$ cat src/rtl/rv_decode_pkg.sv
// Shared constants for the RV32I ALU-subset decode/issue front end:
// ALU control codes, opcode/funct fields and the issue FSM encoding.
package rv_decode_pkg;

    localparam logic [3:0] ALU_AND = 4'b0000;
    localparam logic [3:0] ALU_OR  = 4'b0001;
    localparam logic [3:0] ALU_ADD = 4'b0010;
    localparam logic [3:0] ALU_SUB = 4'b0110;
    localparam logic [3:0] ALU_SLT = 4'b0111;

    localparam logic [6:0] OPC_R   = 7'b0110011;
    localparam logic [6:0] OPC_I   = 7'b0010011;

    localparam logic [2:0] F3_ADD  = 3'b000;
    localparam logic [2:0] F3_SLT  = 3'b010;
    localparam logic [2:0] F3_OR   = 3'b110;
    localparam logic [2:0] F3_AND  = 3'b111;

    localparam logic [6:0] F7_BASE = 7'b0000000;
    localparam logic [6:0] F7_ALT  = 7'b0100000;

    typedef enum logic [1:0] {
        ST_IDLE  = 2'd0,
        ST_ISSUE = 2'd1,
        ST_STALL = 2'd2
    } issue_state_t;

endpackage

$ cat src/rtl/rv_alu_decode.sv
// Combinational decode of one RV32I word into register names, ALU control and
// immediate. Fields are raw for unsupported words; legal says whether to use them.
module rv_alu_decode
    import rv_decode_pkg::*;
#(
    parameter int DATA_WIDTH = 32,
    parameter int NAME_BITS  = 5,
    parameter int CTRL_BITS  = 4
) (
    input  logic [31:0]           instr,
    output logic [NAME_BITS-1:0]  rs1,
    output logic [NAME_BITS-1:0]  rs2,
    output logic [NAME_BITS-1:0]  ws,
    output logic [CTRL_BITS-1:0]  op,
    output logic                  imm_e,
    output logic [DATA_WIDTH-1:0] imm_d,
    output logic                  legal
);

    logic [6:0] opcode;
    logic [2:0] f3;
    logic [6:0] f7;
    logic [3:0] alu;

    assign opcode = instr[6:0];
    assign f3     = instr[14:12];
    assign f7     = instr[31:25];

    always_comb begin
        rs1   = NAME_BITS'(instr[19:15]);
        ws    = NAME_BITS'(instr[11:7]);
        rs2   = '0;
        imm_e = 1'b0;
        legal = 1'b0;
        alu   = ALU_AND;
        imm_d = {{(DATA_WIDTH-12){instr[31]}}, instr[31:20]};
        case (opcode)
            OPC_R: begin
                rs2 = NAME_BITS'(instr[24:20]);
                if (f7 == F7_BASE) begin
                    case (f3)
                        F3_ADD:  begin legal = 1'b1; alu = ALU_ADD; end
                        F3_AND:  begin legal = 1'b1; alu = ALU_AND; end
                        F3_OR:   begin legal = 1'b1; alu = ALU_OR;  end
                        F3_SLT:  begin legal = 1'b1; alu = ALU_SLT; end
                        default: legal = 1'b0;
                    endcase
                end else if (f7 == F7_ALT && f3 == F3_ADD) begin
                    legal = 1'b1;
                    alu   = ALU_SUB;
                end
            end
            OPC_I: begin
                imm_e = 1'b1;
                case (f3)
                    F3_ADD:  begin legal = 1'b1; alu = ALU_ADD; end
                    F3_AND:  begin legal = 1'b1; alu = ALU_AND; end
                    F3_OR:   begin legal = 1'b1; alu = ALU_OR;  end
                    F3_SLT:  begin legal = 1'b1; alu = ALU_SLT; end
                    default: legal = 1'b0;
                endcase
            end
            default: legal = 1'b0;
        endcase
        op = CTRL_BITS'(alu);
    end

endmodule

$ cat src/rtl/rv_decode_issue.sv
// Decode/issue stage: accepts RV32I words, issues one ALU op per clock and
// inserts bubbles while a source register was written by a recent issue.
module rv_decode_issue
    import rv_decode_pkg::*;
#(
    parameter int DATA_WIDTH = 32,
    parameter int NAME_BITS  = 5,
    parameter int CTRL_BITS  = 4,
    parameter int HAZARD_GAP = 1
) (
    input  logic                  clk,
    input  logic                  rst,
    input  logic                  in_valid,
    output logic                  in_ready,
    input  logic [31:0]           instr,
    output logic [NAME_BITS-1:0]  rs1,
    output logic [NAME_BITS-1:0]  rs2,
    output logic [NAME_BITS-1:0]  ws,
    output logic [CTRL_BITS-1:0]  op,
    output logic                  imm_e,
    output logic [DATA_WIDTH-1:0] imm_d,
    output logic                  out_valid,
    output logic                  illegal
);

    // Handshake: a word moves only on a cycle where in_valid && in_ready are both
    // high at posedge; in_ready depends on state and rst only, never on in_valid.
    issue_state_t          state_q, state_d;
    logic [31:0]           held_q;
    logic [NAME_BITS-1:0]  sb_q [HAZARD_GAP];

    logic [31:0]           dec_word;
    logic [NAME_BITS-1:0]  dec_rs1, dec_rs2, dec_ws;
    logic [CTRL_BITS-1:0]  dec_op;
    logic                  dec_imm_e, dec_legal;
    logic [DATA_WIDTH-1:0] dec_imm_d;

    logic transfer, hazard, take, stall_ld, reject;

    assign in_ready = !rst && (state_q != ST_STALL);
    assign transfer = in_valid && in_ready;
    // While stalled the held word is re-decoded so the hazard check sees it.
    assign dec_word = (state_q == ST_STALL) ? held_q : instr;

    rv_alu_decode #(
        .DATA_WIDTH (DATA_WIDTH),
        .NAME_BITS  (NAME_BITS),
        .CTRL_BITS  (CTRL_BITS)
    ) u_dec (
        .instr (dec_word),
        .rs1   (dec_rs1),
        .rs2   (dec_rs2),
        .ws    (dec_ws),
        .op    (dec_op),
        .imm_e (dec_imm_e),
        .imm_d (dec_imm_d),
        .legal (dec_legal)
    );

    always_comb begin
        hazard = 1'b0;
        for (int i = 0; i < HAZARD_GAP; i++) begin
            if (sb_q[i] != '0 &&
                (sb_q[i] == dec_rs1 || (!dec_imm_e && sb_q[i] == dec_rs2)))
                hazard = 1'b1;
        end
    end

    always_comb begin
        state_d  = state_q;
        take     = 1'b0;
        stall_ld = 1'b0;
        reject   = 1'b0;
        case (state_q)
            ST_STALL: begin
                if (!hazard) begin
                    take    = 1'b1;
                    state_d = ST_ISSUE;
                end
            end
            default: begin
                if (!transfer) begin
                    state_d = ST_IDLE;
                end else if (!dec_legal) begin
                    reject  = 1'b1;
                    state_d = ST_IDLE;
                end else if (hazard) begin
                    stall_ld = 1'b1;
                    state_d  = ST_STALL;
                end else begin
                    take    = 1'b1;
                    state_d = ST_ISSUE;
                end
            end
        endcase
    end

    always_ff @(posedge clk) begin
        if (rst) begin
            state_q   <= ST_IDLE;
            held_q    <= '0;
            rs1       <= '0;
            rs2       <= '0;
            ws        <= '0;
            op        <= '0;
            imm_e     <= 1'b0;
            imm_d     <= '0;
            out_valid <= 1'b0;
            illegal   <= 1'b0;
            for (int i = 0; i < HAZARD_GAP; i++) sb_q[i] <= '0;
        end else begin
            state_q   <= state_d;
            if (stall_ld) held_q <= instr;
            rs1       <= take ? dec_rs1   : '0;
            rs2       <= take ? dec_rs2   : '0;
            ws        <= take ? dec_ws    : '0;
            op        <= take ? dec_op    : '0;
            imm_e     <= take ? dec_imm_e : 1'b0;
            imm_d     <= take ? dec_imm_d : '0;
            out_valid <= take;
            illegal   <= reject;
            // Bubbles and rejected words shift in 0 so they never act as producers.
            sb_q[0]   <= take ? dec_ws : '0;
            for (int i = 1; i < HAZARD_GAP; i++) sb_q[i] <= sb_q[i-1];
        end
    end

endmodule

$ cat config.mk
export PLATFORM = sky130hd
export DESIGN_NAME = rv_decode_issue
export DESIGN_NICKNAME = d
export VERILOG_FILES = /design/src/rtl/rv_decode_pkg.sv /design/src/rtl/rv_alu_decode.sv /design/src/rtl/rv_decode_issue.sv
export SDC_FILE = /design/constraint.sdc
export NUM_CORES = 1
export LEC_CHECK = 0
export CORE_MARGIN = 8
export CORE_UTILIZATION = 51
export DETAILED_ROUTE_END_ITERATION = 7
export PLACE_DENSITY_LB_ADDON = 0.15
export SLEW_MARGIN = 30
export SYNTH_ARGS = -nofsm -noshare
export SYNTH_HDL_FRONTEND = slang
export SYNTH_HIERARCHICAL = 1
export SYNTH_SLANG_ARGS = --single-unit
export TNS_END_PERCENT = 10
$ cat constraint.sdc
create_clock -name clk -period 4.3 [get_ports clk]
set_clock_uncertainty 0.05 [all_clocks]
set_input_delay 0.645 -clock clk [delete_from_list [all_inputs] [get_ports clk]]
set_output_delay 0.645 -clock clk [all_outputs]
set_load 0.01 [all_outputs]
==> results.json <==
{
  "status": "completed",
  "numCtsBuffers": 9,
  "synth-seq-cells": 88,
  "start_util_pct": 51.4,
  "routabilityCongestion": 0.815,
  "clockRootBuffer": "clkbuf_8",
  "cts_tree": "yes",
  "slowest_delay_ns": 0.63,
  "drv_cap": 0,
  "final_cell_mix": "clkdlybuf4s50_1, dfxtp_1, nand3_1, a21oi_1",
  "crit_cells": 11,
  "n_antenna_cell": 0,
  "nets": 465,
  "cp.arrival_ns": 4.00,
  "p_leak_nw": 1.70,
  "syn_inst": 391,
  "avgViaCountPerCell": 5.12,
  "p_total_mw": 1.46,
  "critPathRequiredTime_ns": 4.48,
  "vdd_drop_max_mv": 0.201,
  "ys_warn_count": 6,
  "min_period_over_period_pct": 88.9,
  "drc": 0,
  "critPathLaunchType": "flip-flop",
  "ff2ff_path_depth": 11,
  "layout_commonest_cell": "clkdlybuf4s50_1",
  "hold_depth": 2,
  "setup_slack_ns": 0.477,
  "dpl.hpwl_mm": 6.00,
  "rsz0062_at_grt": "false",
  "vias": 2749,
  "clkLatencyLatePin_ns": 0.35,
  "critPathMaxFanout": 32,
  "maxSlewViolCount": 0,
  "place_ws_ns": 0.440,
  "worst_path_most_repeated_cell": "and3_1",
  "cts_max_level": 3,
  "worstPathCellList": "nand2b_1, buf_4, mux2_2, nor4b_1, and3_1, and3_1, xnor2_1, nand4_1, o32a_2, o21ai_0, a21oi_1",
  "wl_per_cell_um": 15.7,
  "crit_family": "simple AND/OR/NAND/NOR gates",
  "grt_pass1_vias": 2700,
  "hold-worst-slack_ns": 0.428,
  "syn_area_um2": 3890,
  "synth_async_sr_flop_share_pct": 0,
  "holdBufCountCts": 0,
  "avgSynthCellArea_um2": 9.96,
  "grt.total_usage_pct": 16.2,
  "finalCriticalPeriod_ns": 3.82,
  "p_per_area_nw_per_um2": 312,
  "critPathBufInv": 1,
  "path_class": "flip-flop to flip-flop",
  "cts.sinks": 88,
  "hold_viol_final": 0,
  "antenna_found_initial": 0,
  "max_slew.worst_pin.slew_ns": 0.546,
  "synth-edff-count": 0,
  "worst_path_max_delay_cell": "o32a_2",
  "ant_nets": 0,
  "port_buffers": 89,
  "core-area_um2": 7570,
  "clockBufferDepth": 2,
  "synth_fp_nets": 426,
  "first_pass_iters": 4,
  "yosysSeqAreaShare_pct": 45.3,
  "grt_max_degree": 48,
  "fmax_mhz": 262,
  "timing.setup.tns_ns": 0,
  "synth-main-ff-cell": "dfxtp_1",
  "io_pins": 90,
  "drive_gt1_share_pct": 21.6,
  "postCtsSetupBuffers": 0,
  "synth_cell_types": 40,
  "cts_resized": 0,
  "placementRows": 32,
  "wl_mm": 8.43,
  "cp-end-kind": "flip-flop",
  "setup_viol_count_final": 0,
  "overflow": 0,
  "syn2layout_area_growth_pct": 20.6,
  "clk_pin_slew_ns": 0.09,
  "grt_first_pass_wirelength_mm": 13.2,
  "drt_iter0_markers": 178,
  "hp-class": "flip-flop to flip-flop",
  "dieArea_um2": 10700,
  "die_x_um": 103,
  "slew_headroom_pct": 63.5,
  "die-height_um": 103
}
==> worst paths after layout <==
path              slack (ns)    endpoint        from
setup / recovery        0.48  held_q[25]  state_q[0]
hold reg to reg         0.43   held_q[5]   held_q[5]
hold / removal          0.43   held_q[5]   held_q[5]
setup reg to reg        0.48  held_q[25]  state_q[0]
==> routing by layer <==
layer  vias up  GRT usage [%]  routed length [µm]
met1      1274           19.5                3550
met5         -              0                   0
li1       1363              -                   -
met4         0           8.79                 209
met3        14           3.48                 597
met2        98           26.2                4070
==> worst reg2reg max path: stages, from the launching register on <==
cell	delay, ns
dfxtp_1	0.31
nand2b_1	0.27
buf_4	0.34
mux2_2	0.39
nor4b_1	0.46
and3_1	0.34
and3_1	0.22
xnor2_1	0.12
nand4_1	0.18
o32a_2	0.63
o21ai_0	0.30
a21oi_1	0.10
==> metrics by stage <==
step	std cells	utilization [%]	area, µm²
floorplan	391	-	3890
global placement	521	59.5	4500
detailed placement	521	59.5	4500
CTS	537	62.1	4700
global route	537	62.1	4700
finish	537	62.1	4700
==> synth_stat cells, types with 3 or more instances <==
library cell | count | area (µm²)
buf_6 | 8 | 90.1
dfxtp_1 | 88 | 1760
o21ai_0 | 32 | 160
xnor2_1 | 9 | 78.8
nand2b_1 | 3 | 18.8
mux2_2 | 32 | 360
and3_1 | 6 | 37.5
nand3_1 | 34 | 170
buf_4 | 44 | 330
clkbuf_1 | 13 | 48.8
nand2_1 | 3 | 11.3
and2_4 | 27 | 236
a21oi_1 | 35 | 175
nor2_1 | 4 | 15.0
and2_2 | 3 | 22.5
and2_1 | 23 | 144
==> logic make-up (layout without fill, tap and decap cells) <==
family / after synthesis / in the layout / share of synthesized area [%]
other cells: 1 / 1 / 0.0963
simple gates: 116 / 116 / 19.3
mux: 32 / 32 / 9.26
buf+inv: 69 / 113 / 12.5
flops: 88 / 88 / 45.3
xor+xnor: 10 / 10 / 2.25
compound gates: 75 / 75 / 11.3
==> final cells by class <==
class                   count  area (µm²)
clock buffers               9         124
clock inverters             7        71.3
fillers                   656        2870
multi-input cells         234        1650
flip-flops and latches     88        1760
well taps                 102         128
repair buffers             97         963
==> state kept, by name (all words and copies together) (netlist names), 2 cells and up <==
signal / flops
rs2: 5
ws: 5
state_q: 2
imm_d: 32
rs1: 5
held_q: 32
op: 4
==> power breakdown <==
| part | switching [mW] | internal, mW | total, mW |
|---|---|---|---|
| registers | 0.000148 | 0.815 | 0.815 |
| logic | 0.0393 | 0.0485 | 0.0878 |
| clock network | 0.294 | 0.268 | 0.562 |
(Power assumes the default switching activity.)
